<file path="config.mk">
export PLATFORM = sky130hd
export DESIGN_NAME = pwm_hbridge_driver
export DESIGN_NICKNAME = d
export VERILOG_FILES = /design/src/rtl/pwm_hbridge_driver.sv
export SDC_FILE = /design/constraint.sdc
export NUM_CORES = 1
export LEC_CHECK = 0
export BUFFER_PORTS_ARGS = -buffer_cell sky130_fd_sc_hd__buf_4
export CORE_MARGIN = 10
export CORE_UTILIZATION = 31
export DETAILED_ROUTE_END_ITERATION = 16
export GPL_TIMING_DRIVEN = 1
export MAX_ROUTING_LAYER = met4
export SLEW_MARGIN = 20
export SYNTH_ARGS = -nofsm -noshare
export SYNTH_HDL_FRONTEND = slang
export SYNTH_SLANG_ARGS = --single-unit
</file>
<file path="constraint.sdc">
create_clock -name clock -period 7.9 [get_ports clock]
set_input_delay 1.58 -clock clock [delete_from_list [all_inputs] [get_ports clock]]
set_output_delay 1.58 -clock clock [all_outputs]
set_load 0.02 [all_outputs]
</file>
<file path="src/rtl/pwm_hbridge_driver.sv">
// Signed duty word to complementary H-bridge PWM with clamping, boundary-synchronous update and
// dead time on reversal. Define PWM_SLEW_LIMIT_EN to rate-limit the applied duty per period.
module pwm_hbridge_driver #(
  parameter int PERIOD    = 2500,
  parameter int DEAD_TIME = 50,
  parameter int SLEW_STEP = 100
) (
  input  logic        clock,
  input  logic        reset_n,
  input  logic        enable,
  input  logic [31:0] duty_in,
  input  logic        duty_valid,
  output logic        pwm_a,
  output logic        pwm_b,
  output logic        direction,
  output logic        period_start,
  output logic [31:0] duty_applied
);

  localparam int CW = (PERIOD > 1) ? $clog2(PERIOD) : 1;
  localparam int DW = (DEAD_TIME > 0) ? $clog2(DEAD_TIME + 1) : 1;
  localparam logic signed [31:0] PMax = 32'(PERIOD);
  localparam logic signed [31:0] PMin = -32'(PERIOD);

  typedef enum logic [1:0] {StIdle, StRun, StDead} state_e;

  state_e             r_state;
  logic [CW-1:0]      r_counter;
  logic [DW-1:0]      r_dead_cnt;
  logic signed [31:0] r_target;
  logic signed [31:0] r_active;
  logic               r_last_neg;
  logic               r_pwm_a;
  logic               r_pwm_b;
  logic               r_period_start;

  state_e             w_state_nxt;
  logic [CW-1:0]      w_counter_nxt;
  logic [DW-1:0]      w_dead_nxt;
  logic signed [31:0] w_active_nxt;
  logic               w_last_neg_nxt;
  logic signed [31:0] w_clamp;
  logic signed [31:0] w_next_target;
  logic signed [31:0] w_load;
  logic               w_boundary;
  logic               w_reversal;
  logic [31:0]        w_mag;
  logic               w_on;

  always_comb begin
    w_clamp = $signed(duty_in);
    if ($signed(duty_in) > PMax) w_clamp = PMax;
    else if ($signed(duty_in) < PMin) w_clamp = PMin;
  end

  assign w_boundary    = (r_counter == CW'(PERIOD - 1));
  assign w_counter_nxt = w_boundary ? '0 : r_counter + CW'(1);
  // A strobe on the boundary cycle itself overrides the held target.
  assign w_next_target = duty_valid ? w_clamp : r_target;

`ifdef PWM_SLEW_LIMIT_EN
  localparam logic signed [31:0] Slew = 32'(SLEW_STEP);
  logic signed [31:0] w_delta;
  logic signed [31:0] w_step;
  assign w_delta = w_next_target - r_active;
  assign w_step  = (w_delta > Slew) ? Slew : ((w_delta < -Slew) ? -Slew : w_delta);
  assign w_load  = r_active + w_step;
`else
  logic w_unused_slew;
  assign w_unused_slew = ^32'(SLEW_STEP);
  assign w_load        = w_next_target;
`endif

  // Zero never updates the remembered sign, so +, 0, - still counts as a reversal.
  assign w_reversal = (w_load != 32'sd0) && (w_load[31] != r_last_neg);

  always_comb begin
    w_state_nxt    = r_state;
    w_active_nxt   = r_active;
    w_dead_nxt     = r_dead_cnt;
    w_last_neg_nxt = r_last_neg;
    if (!enable) begin
      w_state_nxt  = StIdle;
      w_active_nxt = 32'sd0;
      w_dead_nxt   = '0;
    end else begin
      if (r_state == StDead) begin
        w_dead_nxt = r_dead_cnt - DW'(1);
        if (w_dead_nxt == '0) w_state_nxt = StRun;
      end
      if (w_boundary) begin
        w_active_nxt = w_load;
        if (w_load != 32'sd0) w_last_neg_nxt = w_load[31];
        if (w_reversal && (DEAD_TIME > 0)) begin
          w_state_nxt = StDead;
          w_dead_nxt  = DW'(DEAD_TIME);
        end else if (r_state == StIdle) begin
          w_state_nxt = StRun;
        end
      end
    end
  end

  // Gates are registered from next-state values so the counter==0 cycle uses the new duty.
  assign w_mag = w_active_nxt[31] ? 32'(-w_active_nxt) : 32'(w_active_nxt);
  assign w_on  = (w_state_nxt == StRun) && (32'(w_counter_nxt) < w_mag);

  always_ff @(posedge clock or negedge reset_n) begin
    if (!reset_n) begin
      r_state        <= StIdle;
      r_counter      <= '0;
      r_dead_cnt     <= '0;
      r_target       <= 32'sd0;
      r_active       <= 32'sd0;
      r_last_neg     <= 1'b0;
      r_pwm_a        <= 1'b0;
      r_pwm_b        <= 1'b0;
      r_period_start <= 1'b0;
    end else begin
      r_state        <= w_state_nxt;
      r_counter      <= w_counter_nxt;
      r_dead_cnt     <= w_dead_nxt;
      r_active       <= w_active_nxt;
      r_last_neg     <= w_last_neg_nxt;
      r_pwm_a        <= w_on && !w_active_nxt[31];
      r_pwm_b        <= w_on && w_active_nxt[31];
      r_period_start <= (w_counter_nxt == '0);
      if (duty_valid) r_target <= w_clamp;
    end
  end

  assign pwm_a        = r_pwm_a;
  assign pwm_b        = r_pwm_b;
  assign direction    = r_active[31];
  assign period_start = r_period_start;
  assign duty_applied = r_active;

endmodule

</file>
**Yosys cells after proc, flatten, opt, wreduce, memory -nomap -nowiden**

Cells that the tools add are included.

- Register bits after elaboration: 88
- Input bits: 36
- Output and inout bits: 36
- Word-level logic and storage cells: 46

- Add/sub/neg operators: 3
- $lt $le $gt $ge: 3
- Equal/unequal tests: 4
- Mux-type cells: 17
- Reduce and logical (&&, ||, !) cells: 10

Operators with widths:

| cell | count |
|---|---|
| $mux 32 | 6 |
| $gt 32x13->1 const B | 1 |
| $lt 12x32->1 | 1 |
| $lt 32x13->1 const B | 1 |
| $neg 32->32 | 1 |
| $reduce_bool 32->1 | 1 |
| $mux 6 | 4 |
| $add 12x1->12 const B | 1 |
| $eq 12x12->1 const B | 1 |
| $logic_not 12->1 | 1 |
| $mux 12 | 1 |
| $mux 2 | 6 |
| $logic_not 6->1 | 1 |
| $sub 6x1->6 const B | 1 |
| $logic_and 1x1->1 | 4 |
| $reduce_and 3->1 | 1 |
| $eq 2x1->1 const B | 1 |
| $eq 2x2->1 const B | 1 |
| $logic_not 2->1 | 1 |
| $logic_not 1->1 | 1 |
| $ne 1x1->1 | 1 |

**Depth between registers and ports, before layout**

- Word-level depth: 12
- Gate-level depth with buffers: 23
- Depth with buffers taken out: 23

**Least setup slack after synthesis**

OpenSTA, ideal clock, no wires.

- Kind: input -> register
- Start point: input duty_in[21]
- End point: register r_pwm_a, in the netlist pwm_a
- Arrival time: 6.072 ns
- Required time: 7.770 ns
- Setup slack: 1.697 ns
- Stages on the path: 21
- Path buffers: 2
- Path through: nand4_1 -> or3_1 -> or4_1 -> ha_1 -> clkbuf_1 -> clkbuf_1 -> o21ai_0 -> o211ai_1 -> o31ai_1 -> nor3b_1 -> a31oi_1 -> xnor2_1 -> ha_1 -> nand4_1 -> nor4_1 -> o41ai_1 -> o211ai_1 -> nand3_1 -> a211o_1 -> nor4_2 -> a21oi_1

- Longest elaborated chain between the ends: 12
- Elaborated cells between the ends (all ways): 20
- Classes of those cells: add/sub (1); order compare (3); eq/ne (2); mux (9); reduce/logical (5)

RTL lines:

| element | RTL line | text |
|---|---|---|
| from (decl) | 11 | `input logic [31:0] duty_in,` |
| $lt 32x13->1 | 53 | `else if ($signed(duty_in) < PMin) w_clamp = PMin;` |
| $mux 32 | 53 |  |
| $mux 32 * | 52 | `if ($signed(duty_in) > PMax) w_clamp = PMax;` |
| $mux 32 * | -- |  |
| parallel branches: the longest is 7 deep, another holds $neg 32->32 | -- |  |
| $logic_and 1x1->1 * | 125 | `r_pwm_a <= w_on && !w_active_nxt[31];` |
| to (signal assigned) | 125 |  |
| to (decl) | 33 | `logic r_pwm_a;` |

Every way passes the cells marked *.
A chain may end at the register's enable or synchronous reset.

**Worst setup path in the final report**

- Start point: input duty_in[31]
- End point: register r_pwm_a, in the netlist pwm_a

- Elaborated cells between the ends (all ways): 20
- Classes of those cells: add/sub (1); order compare (3); eq/ne (2); mux (9); reduce/logical (5)

RTL lines:

| element | RTL line | text |
|---|---|---|
| $lt 32x13->1 | 53 |  |
| $mux 32 | 53 |  |
| $mux 32 * | 52 |  |
| $mux 32 * | -- |  |
| $mux 32 * | 91 | `if (w_boundary) begin` |
| $mux 32 * | 82 | `if (!enable) begin` |
| net w_active_nxt[2] | 40 | `logic signed [31:0] w_active_nxt;` |
| $neg 32->32 | 105 | `assign w_mag = w_active_nxt[31] ? 32'(-w_active_nxt) : 32'(w_active_nxt);` |
| $mux 32 * | 105 |  |
| $lt 12x32->1 * | 106 | `assign w_on = (w_state_nxt == StRun) && (32'(w_counter_nxt) < w_mag);` |
| $logic_and 1x1->1 * | 106 |  |
| $logic_and 1x1->1 * | 125 |  |

The timed path passes the listed nets; every way through them passes the cells marked *.

==> impl_summary.log <==
[metrics] result of the run: finished, final reports clean
[metrics] final layout net count: 827
[metrics] Period minus WS final: 6.568 ns
[metrics] DR vias: 6095
[metrics] tightest hold margin: 0.5289 ns
[metrics] power per standard cell area: 142.6 nW/µm²
[metrics] Synth Area per Inst: 8.507 µm²
[metrics] number of nets produced by synthesis: 773
[metrics] maximum number of pins on one net before global-route repair: 79
[metrics] initial detailed-routing violation count: 655
[metrics] width of the die: 160.7 µm
[metrics] area grow syn2layout: 17.87%
[metrics] antenna violations before repair: 0
[metrics] most used standard cell by instance count after synthesis: dfrtp_1
[metrics] count of nets left with antenna violations after detail routing: 0
[metrics] highest fanout seen on the critical path: 10
[metrics] met2 wire length: 10090 µm
[metrics] setup repair after global routing missed its margin: no
[metrics] routed wire length per instance: 21.62 µm
[metrics] Die ar.: 25810 µm²
[metrics] post-route standard cell area excluding fillers: 7229 µm²
[metrics] Final HPWL DP: 17210 µm
[metrics] top cell type's share of synthesized area: 35.90%
[metrics] RePlAce Congestion: 0.9429
[metrics] final total negative setup slack: 0 ns
[metrics] Cell Rows: 51
[metrics] core utilization of the finished layout: 37.15%
[metrics] # DRC: 0
[metrics] fraction of final layout cells sized beyond drive strength 1: 17.18%
[metrics] slew margin rel.: 32.68%
[metrics] Synth Cell Area: 6133 µm²
[metrics] Worst Setup Path Type: input port to flip-flop
[metrics] Root Buffer Master: clkbuf_16
[metrics] cell count after synthesis: 721
[metrics] Initial Util: 31.51%
[metrics] count of pins on the block boundary: 72
[metrics] Netlist cell types: 80
[metrics] arrival time reported for the critical path endpoint: 6.80 ns
[metrics] highest achievable clock rate: 0.1522 GHz
[metrics] via count of the first global-routing pass: 5904
[metrics] cell breakdown of the critical path: buf_4 > nand4_1 > or3_1 > or4_1 > ha_1 > inv_1 > nand2_1 > a311oi_1 > a21oi_2 > nor4_4 > nand2_1 > o41ai_1 > xor2_1 > ha_1 > nand4_1 > nor4_1 > o41ai_1 > o211ai_1 > nand3_1 > a211o_1 > nor4_2 > a21oi_1
[metrics] DRT Pass-1 Iters: 5
[metrics] Seq/Total Area, Yosys: 35.90%
[metrics] number of violations of the max-capacitance limit: 0
[metrics] uppermost signal routing layer after detailed routing: met4
[metrics] routed length on met3: 1915 µm
[metrics] async set or reset register ratio after synthesis: 100.0%
[metrics] diode count: 0
[metrics] Std-Cell Core Area: 19460 µm²
[metrics] Worst Max-Slew Pin Slew: 1.002 ns
[metrics] PostCTS Resize Cnt: 0
[metrics] post-CTS setup repair buffer count: 0
[metrics] top_reg_cell synth: dfrtp_1
[metrics] count of flip-flops with a built-in enable after synthesis: 0
[metrics] cell type of the slowest stage on the worst timing path: or4_1
[metrics] wire length of the first global-routing pass: 35380 µm
[metrics] Clock Skews: 0.01057 ns
[metrics] routed vias/inst: 5.833
[metrics] number of sinks on the clock net: 88
[metrics] overall power consumption: 1.031 mW
[metrics] required arrival time at the worst endpoint: 8.13 ns
[metrics] count of yosys warnings during synthesis: 0
[metrics] final wirelength: 22590 µm
[metrics] number of buffers inserted by port buffering: 71
[metrics] final max-slew violation count: 0
[metrics] Critical Path Max Stage Delay: 0.53 ns
[metrics] top post-synthesis cells by area: dfrtp_1, nor2_1, o21ai_0
[metrics] highest ir drop seen on vdd: 0.09160 mV
[metrics] Die Y-Extent: 160.7 µm
[metrics] detailed-routing wirelength on met1: 10160 µm
[metrics] number of endpoints with negative hold slack in the final report: 0
[metrics] CTS Buf Count: 9
[metrics] clock transition time at the flip-flop clock pins of the worst setup and hold paths: 0.07 ns
[metrics] final number of setup-violating endpoints: 0
[metrics] cell accounting for the most synthesized area: dfrtp_1
[metrics] H-tree level count: 3
[metrics] sort of element at the end of the critical path: flip-flop
[metrics] Max Buffers Root-to-Sink: 2
[metrics] flop-to-flop setup slack: 2.25 ns
[metrics] synthesis-stage register bit count: 88
[metrics] quantity of hold-fixing buffers added after cts: 0
[metrics] static leakage power: 3.040 nW
[metrics] cell types with the highest counts after synthesis: dfrtp_1, nor2_1, o21ai_0
[metrics] CTS tree: done
[metrics] CP startpoint kind: input port
[metrics] GR Overflow Total: 0
[metrics] share of the cycle needed by the critical path after routing: 83.14%
[metrics] later-pin clock latency in the skew report: 0.36 ns
[metrics] worst min path class: flip-flop to flip-flop
[metrics] fillcell total: 2025
[metrics] placed standard-cell area: 6924 µm²
[metrics] Total Routing Usage GR: 17.66%
cells by family after synthesis:
group,after synthesis,share of synthesized area [%]
compound gates,200,21.85
xor+xnor,29,4.141
mux,16,2.693
fa+ha+maj,16,3.264
flops,88,35.90
simple gates,312,28.11
buf+inv,60,4.039
power by group:
part           internal, mW  switching, mW
combinational        0.0354         0.0732
sequential            0.462        0.00914
clock                 0.256          0.195
total                 0.753          0.277
sequential cells by signal (all words and copies together) (netlist names):
name and count:
r_counter 12, r_state 2, r_dead_cnt 6, period_start 1, pwm_a 1, r_target 32, pwm_b 1, duty_applied 32
r_last_neg 1
metrics by stage:
stage	setup slack, ns	std cells
after detailed placement	0.9981	1029
after global placement	1.122	1029
after CTS	1.375	1045
after global routing	1.019	1045
final	1.332	1045
after floorplan	1.697	721
layout by cell type, fill, tap and decap left out, types with 4 or more instances in the layout:
cell type,n
nor2_1,86
buf_4,84
nand4_1,22
and3_1,5
nor3_1,19
or4_1,6
o22ai_1,16
o211ai_1,10
clkbuf_16,9
mux2_2,4
nand2b_1,20
dfrtp_1,88
and2_1,5
xor2_1,11
nand3b_1,4
a21oi_1,35
or2_2,4
mux2i_1,12
o31ai_1,9
a31oi_1,10
nand2_1,51
o31a_1,6
nand3_1,16
nor2b_1,10
o21ai_0,58
or3_1,13
nor4_1,24
ha_1,16
xnor2_1,18
a21o_1,5
inv_1,18
o21ai_1,4
o2111ai_1,5
o22a_1,4
worst paths after layout:
| kind | to | cells after the start | from |
|---|---|---|---|
| worst max-delay path | pwm_a | 22 | duty_in[31] |
| worst max register to register | pwm_a | 19 | r_counter[9] |
| worst min-delay path | r_target[17] | 2 | r_target[17] |
| max in group asynchronous | r_target[0] | 2 | reset_n |
| worst min register to register | r_target[17] | 2 | r_target[17] |
| min in group asynchronous | period_start | 1 | reset_n |
worst max-delay path: cells and delay by family:
kind	cells	cell delay [ns]
and+or+nand+nor	10	2.55
AOI/OAI and AO/OA	7	1.47
adders and majority gates	2	0.74
buffers and inverters	2	0.33
xor gates and xnor gates	1	0.12
cell type report:
type,instances,area (µm²),area share (%)
Sequential cell,88,2202,30.46
Clock inverter,6,66.31,0.9173
Multi-Input combinational cell,573,3689,51.02
Tap cell,265,331.6,4.586
Inverter,19,71.32,0.9865
Timing Repair Buffer,84,630.6,8.723
Clock buffer,10,239.0,3.306
routing by layer:
| metal | track usage [%] | vias up |
|---|---|---|
| met5 | - | - |
| met4 | 5.384 | 0 |
| met3 | 4.627 | 33 |
| met2 | 25.61 | 269 |
| met1 | 23.58 | 2980 |
| li1 | - | 2813 |
Power figures use the tool's default switching activity.
